[src/rtl/mod15_pkg.sv]
// Shared types and constants for the mod-15 counter checker.
package mod15_pkg;

    // Checker synchronisation state
    typedef enum logic {
        UNSYNC = 1'b0,
        TRACK  = 1'b1
    } state_t;

    // Error classes: which rule produced the prediction that was violated
    localparam logic [1:0] ERR_NONE = 2'b00;
    localparam logic [1:0] ERR_CNT  = 2'b01;
    localparam logic [1:0] ERR_LOAD = 2'b10;
    localparam logic [1:0] ERR_RST  = 2'b11;

    // Default geometry of the observed counter
    localparam int unsigned DEF_WIDTH = 4;
    localparam int unsigned DEF_MAX   = 14;

endpackage

[src/rtl/mod15_next_pred.sv]
// Combinational next-value predictor for the mod-15 up/down load counter.
// Given the counter's control inputs and current value, returns the value the
// counter must show after the next clock edge and the rule class that applied.
// The class output is named pred_class because "class" is a reserved word.
module mod15_next_pred
    import mod15_pkg::*;
#(
    parameter int unsigned WIDTH = DEF_WIDTH,
    parameter int unsigned MAX   = DEF_MAX
) (
    input  logic             rst,
    input  logic             load,
    input  logic             mode,
    input  logic [WIDTH-1:0] data,
    input  logic [WIDTH-1:0] value,
    output logic [WIDTH-1:0] exp,
    output logic [1:0]       pred_class
);

    localparam logic [WIDTH-1:0] MAX_V = WIDTH'(MAX);
    localparam logic [WIDTH-1:0] ONE_V = WIDTH'(1);

    // Priority-ordered prediction: reset, load, terminal wrap, up, down
    always_comb begin
        exp        = '0;
        pred_class = ERR_CNT;
        if (rst) begin
            exp        = '0;
            pred_class = ERR_RST;
        end else if (load) begin
            exp        = data;
            pred_class = ERR_LOAD;
        end else if (value == MAX_V) begin
            exp        = '0;
            pred_class = ERR_CNT;
        end else if (mode) begin
            exp        = value + ONE_V;
            pred_class = ERR_CNT;
        end else begin
            exp        = value - ONE_V;
            pred_class = ERR_CNT;
        end
    end

endmodule

[config.mk]
export PLATFORM = sky130hd
export DESIGN_NAME = mod15_next_pred
export DESIGN_NICKNAME = d
export VERILOG_FILES = /design/src/rtl/mod15_pkg.sv /design/src/rtl/mod15_next_pred.sv
export SDC_FILE = /design/constraint.sdc
export NUM_CORES = 1
export LEC_CHECK = 0
export CELL_PAD_IN_SITES_DETAIL_PLACEMENT = 2
export CELL_PAD_IN_SITES_GLOBAL_PLACEMENT = 2
export CORE_AREA = 10 10 47 49
export DETAILED_ROUTE_END_ITERATION = 12
export DIE_AREA = 0 0 57 59
export GPL_TIMING_DRIVEN = 0
export PLACE_DENSITY_LB_ADDON = 0.08
export SLEW_MARGIN = 10
export SYNTH_ARGS = -nofsm -noshare
export SYNTH_HDL_FRONTEND = slang
export SYNTH_SLANG_ARGS = --single-unit
[constraint.sdc]
create_clock -name vclk -period 1.2
set_input_delay 0.18 -clock vclk [all_inputs]
set_output_delay 0.18 -clock vclk [all_outputs]
set_load 0.02 [all_outputs]
**Yosys cells after proc, flatten, opt, wreduce, memory -nomap -nowiden**

Cells that the tools add are included.

- Add/sub/neg operators: 2
- Eq/ne operators: 1
- Mux-type cells: 6

Operators by type and width:

| cell | number |
|---|---|
| two-way mux 4 bit | 4 |
| adder 4 x 1 -> 4 bit, second input constant | 1 |
| equality test 4 bit, second input constant | 1 |
| two-way mux 2 bit | 2 |
| subtractor 4 x 1 -> 4 bit, second input constant | 1 |

- Flip-flop bits (word level): 0
- Bits of input ports: 11
- Output and inout port bits: 6
- Logic and storage cells: 9

**Longest topological paths before layout**

- Depth after elaboration: 5
- Depth in mapped cells: 5

**Worst setup path after synthesis**

No wires, ideal clock.

- Kind: input-to-output
- From: in mode
- To: out exp[3]
- Data arrival time: 1.284 ns
- Data required time: 1.020 ns
- Slack: -0.264 ns
- Stages on the path: 5
- Buffers on the path: 0
- Path through: inv_1 > ha_1 > a21oi_1 > a211oi_1 > nor3_1

- Cells in the longest elaborated chain, start to end: 4

Ends and longest elaborated chain:

| item | RTL line | RTL |
|---|---|---|
| start, declared | mod15_next_pred.sv:13 | `input logic mode,` |
| two-way mux 4 bit | mod15_next_pred.sv:36 | `end else if (mode) begin` |
| two-way mux 4 bit | mod15_next_pred.sv:33 | `end else if (value == MAX_V) begin` |
| two-way mux 4 bit | mod15_next_pred.sv:30 | `end else if (load) begin` |
| two-way mux 4 bit | mod15_next_pred.sv:27 | `if (rst) begin` |
| end, declared | mod15_next_pred.sv:16 | `output logic [WIDTH-1:0] exp,` |

Every way passes these cells.

**Worst setup path after layout**

Same ends and word-level chain as after synthesis.

==> insert_results.sql <==
INSERT INTO impl_metrics (metric_group, metric, value, unit) VALUES
('outcome', 'outcome', 'finished with violations', ''),
('outcome', 'failed_checks', 'negative setup slack', ''),
('critical_path', 'critical_path_class', 'in -> out', ''),
('logic_synthesis', 'synthAdderAreaFrac', '24.2', '%'),
('grt', 'groute.usage.overall', '5.68', '%'),
('layout', 'syn_to_final_growth', '187', '%'),
('min_path', 'holdCritPathClass', 'in -> out', ''),
('logic_synthesis', 'synth_xor_xnor_area_share', '9.40', '%'),
('logic_synthesis', 'synth-simple-area-share', '38.9', '%'),
('min_path', 'hold_path_end', 'exp[0]', ''),
('logic_synthesis', 'synth_top_area_cell', 'sky130_fd_sc_hd__ha_1', ''),
('floorplan', 'die_area', '3360', 'um2'),
('sta', 'final_min_period_over_clock_period', '111', '%'),
('layout', 'number_of_clock_buffer_instances_in_the_layout', '0', ''),
('logic_synthesis', 'post_synth_net_total', '42', ''),
('layout', 'finish.utilization', '38.1', '%'),
('grt', 'grt_start_max_net_pins', '5', ''),
('logic_synthesis', 'yosys.area.top_type_share', '13.4', '%'),
('grt', 'globalRouteOverflowTotal', '0', ''),
('grt', 'antenna_found_initial', '0', ''),
('logic_synthesis', 'seq_area_frac_synth', '0', '%'),
('logic_synthesis', 'syn_area', '186', 'um2'),
('placement', 'dpl_cells', '61', ''),
('logic_synthesis', 'synth-warning-count', '0', ''),
('placement', 'place_worst_setup_slack', '-1.21', 'ns'),
('sta', 'timing.final.ws_setup', '-0.135', 'ns'),
('layout', 'seqCellArea', '0', 'um2'),
('critical_path', 'worstPathRequired', '1.02', 'ns'),
('critical_path', 'crit_arrival', '1.15', 'ns'),
('floorplan', 'io_pins', '17', ''),
('run', 'max_cap_viol_count', '0', ''),
('cts', 'quantity_of_hold_fixing_buffers_added_after_cts', '0', ''),
('logic_synthesis', 'muxShareOfSynthArea', '0', '%'),
('layout', 'sequential_cell_total', '0', ''),
('floorplan', 'rows', '14', ''),
('floorplan', 'initial_core_util', '13.3', '%'),
('detailed_routing', 'via_per_inst', '4.26', ''),
('pwr', 'worst_ir_drop_vdd', '0.000137', 'V'),
('pwr', 'p_per_area', '445', 'nW/um2'),
('logic_synthesis', 'post_synthesis_compound_gate_area_fraction', '17.4', '%'),
('min_path', 'hold_start', 'value[0]', ''),
('critical_path', 'cp_max_fo', '3', ''),
('logic_synthesis', 'ys_top_cells_by_area', 'sky130_fd_sc_hd__ha_1 13%, sky130_fd_sc_hd__fa_1 11%, sky130_fd_sc_hd__inv_1 10%', ''),
('sta', 'report.final.setup_viol', '3', ''),
('layout', 'drive_above_1_share', '74.0', '%'),
('layout', 'nets', '66', ''),
('detailed_routing', 'number_of_nets_still_failing_antenna_checks_after_routing', '0', ''),
('detailed_routing', 'detailedRoute.firstPassIterationCount', '1', ''),
('grt', 'grt_first_pass_wirelength', '1.69', 'mm'),
('placement', 'buffer_ports.inserted', '17', ''),
('logic_synthesis', 'synth_cell_types', '16', ''),
('sta', 'worstMarginPinSlew', '0.222', 'ns'),
('detailed_routing', 'route.detailed.drc', '0', ''),
('floorplan', 'die_width', '57', 'um'),
('sta', 'final.hold.worst_slack', '0.683', 'ns'),
('detailed_routing', 'detailedRoute.firstIterationViolations', '0', ''),
('min_path', 'worstHoldPathCells', '3', ''),
('layout', 'layoutNonFillerInstCount', '66', ''),
('logic_synthesis', 'synth_top_family_by_area', 'simple AND/OR/NAND/NOR gates', ''),
('pwr', 'p_leak', '0.216', 'nW'),
('layout', 'antenna-diode-count', '0', ''),
('placement', 'gp_congestion', '0.684', ''),
('sta', 'max_freq', '749', 'MHz'),
('sta', 'slew-limit-headroom', '85.2', '%'),
('sta', 'timing.final.max_slew_violations', '0', ''),
('logic_synthesis', 'post_synthesis_instance_total', '28', ''),
('placement', 'dp_hpwl', '823', 'um'),
('detailed_routing', 'drt_wl_total', '952', 'um'),
('grt', 'number_of_global_route_vias_before_repair', '354', ''),
('sta', 'rsz_0062_raised_after_global_routing', 'yes', ''),
('pwr', 'report.power.total', '238', 'uW'),
('sta', 'hold_viol_final', '0', ''),
('sta', 'setup-tns-final', '-0.330', 'ns'),
('critical_path', 'critPathLaunchType', 'primary input', ''),
('detailed_routing', 'wire_per_inst', '14.4', 'um'),
('floorplan', 'core', '1400', 'um2'),
('critical_path', 'setup.worst_path.end_class', 'output pin', ''),
('detailed_routing', 'via_count', '281', ''),
('logic_synthesis', 'post_synth.cell_area_avg', '6.66', 'um2'),
('layout', 'final_area', '534', 'um2'),
('placement', 'placement.cell_area', '415', 'um2'),
('sta', 'layout_min_cycle_time', '1.33', 'ns'),
('floorplan', 'die_h', '59', 'um');
==> where the power goes <==
group          switching, mW  internal (mW)  leakage [nW]
logic                  0.109          0.129         0.216
registers                  0              0             0
clock network              0              0             0
total                  0.109          0.129         0.216
==> cells in the final DEF (no fill, tap or decap), types with 2 or more instances in the layout <==
| master | instances |
|---|---|
| sky130_fd_sc_hd__clkdlybuf4s15_2 | 2 |
| sky130_fd_sc_hd__ha_4 | 2 |
| sky130_fd_sc_hd__inv_1 | 2 |
| sky130_fd_sc_hd__o21ai_2 | 2 |
| sky130_fd_sc_hd__buf_6 | 6 |
| sky130_fd_sc_hd__inv_2 | 2 |
| sky130_fd_sc_hd__clkdlybuf4s50_1 | 3 |
| sky130_fd_sc_hd__xor2_2 | 2 |
| sky130_fd_sc_hd__nand2_1 | 3 |
| sky130_fd_sc_hd__buf_4 | 6 |
| sky130_fd_sc_hd__clkbuf_2 | 2 |
==> how the worst max path moves through the flow <==
stage	startpoint	to	slack [ns]	cells past startpoint
after floorplan	mode	exp[3]	-0.004	5
after CTS	mode	exp[3]	-0.19	7
after detailed placement	mode	exp[3]	-1.21	7
final	mode	exp[3]	-0.13	7
after global placement	mode	exp[3]	-1.16	7
after global routing	mode	exp[2]	-0.19	6
==> logic make-up (layout without fill, tap and decap cells) <==
| family | after synthesis | after routing |
|---|---|---|
| and+or+nand+nor | 12 | 12 |
| AOI/OAI and AO/OA | 6 | 6 |
| buffers and inverters | 5 | 27 |
| adders and majority gates | 3 | 3 |
| xor gates and xnor gates | 2 | 2 |
==> Yosys cell counts <==
cell type	count
sky130_fd_sc_hd__a211oi_1	1
sky130_fd_sc_hd__a21oi_1	2
sky130_fd_sc_hd__and2b_1	1
sky130_fd_sc_hd__and3b_1	1
sky130_fd_sc_hd__and4_4	1
sky130_fd_sc_hd__fa_1	1
sky130_fd_sc_hd__ha_1	2
sky130_fd_sc_hd__inv_1	5
sky130_fd_sc_hd__nand2_1	4
sky130_fd_sc_hd__nand3_1	1
sky130_fd_sc_hd__nand3b_1	1
sky130_fd_sc_hd__nand4b_1	1
sky130_fd_sc_hd__nor2_1	1
sky130_fd_sc_hd__nor3_1	1
sky130_fd_sc_hd__o21ai_0	3
sky130_fd_sc_hd__xor2_1	2
==> critical path, stage by stage <==
cell,delay (ns)
sky130_fd_sc_hd__buf_12,0.11
sky130_fd_sc_hd__inv_6,0.06
sky130_fd_sc_hd__ha_4,0.21
sky130_fd_sc_hd__a21oi_4,0.18
sky130_fd_sc_hd__and4_4,0.25
sky130_fd_sc_hd__nor3_4,0.04
sky130_fd_sc_hd__buf_6,0.13
==> routing by layer <==
metal | global-route usage [%] | routed length, um | vias to the layer above
met2 | 11.3 | 528 | 9
li1 | - | - | 137
met5 | 0 | 0 | -
met4 | 0 | 0 | 0
met3 | 1.29 | 70 | 0
met1 | 6.23 | 353 | 135
==> layout make-up <==
type	instances	area, um2
fillers	159	867
inverters	5	23.8
multi-input cells	23	277
repair buffers	22	214
well taps	16	20.0
==> repair_timing <==
| item | CTS | global route |
|---|---|---|
| endpoints found under the setup margin | 6 | 6 |
| pin swaps | 14 | 4 |
| resized for setup | 70 | 14 |
| buffers inserted | 5 | 0 |
Power figures use the tool's default switching activity.
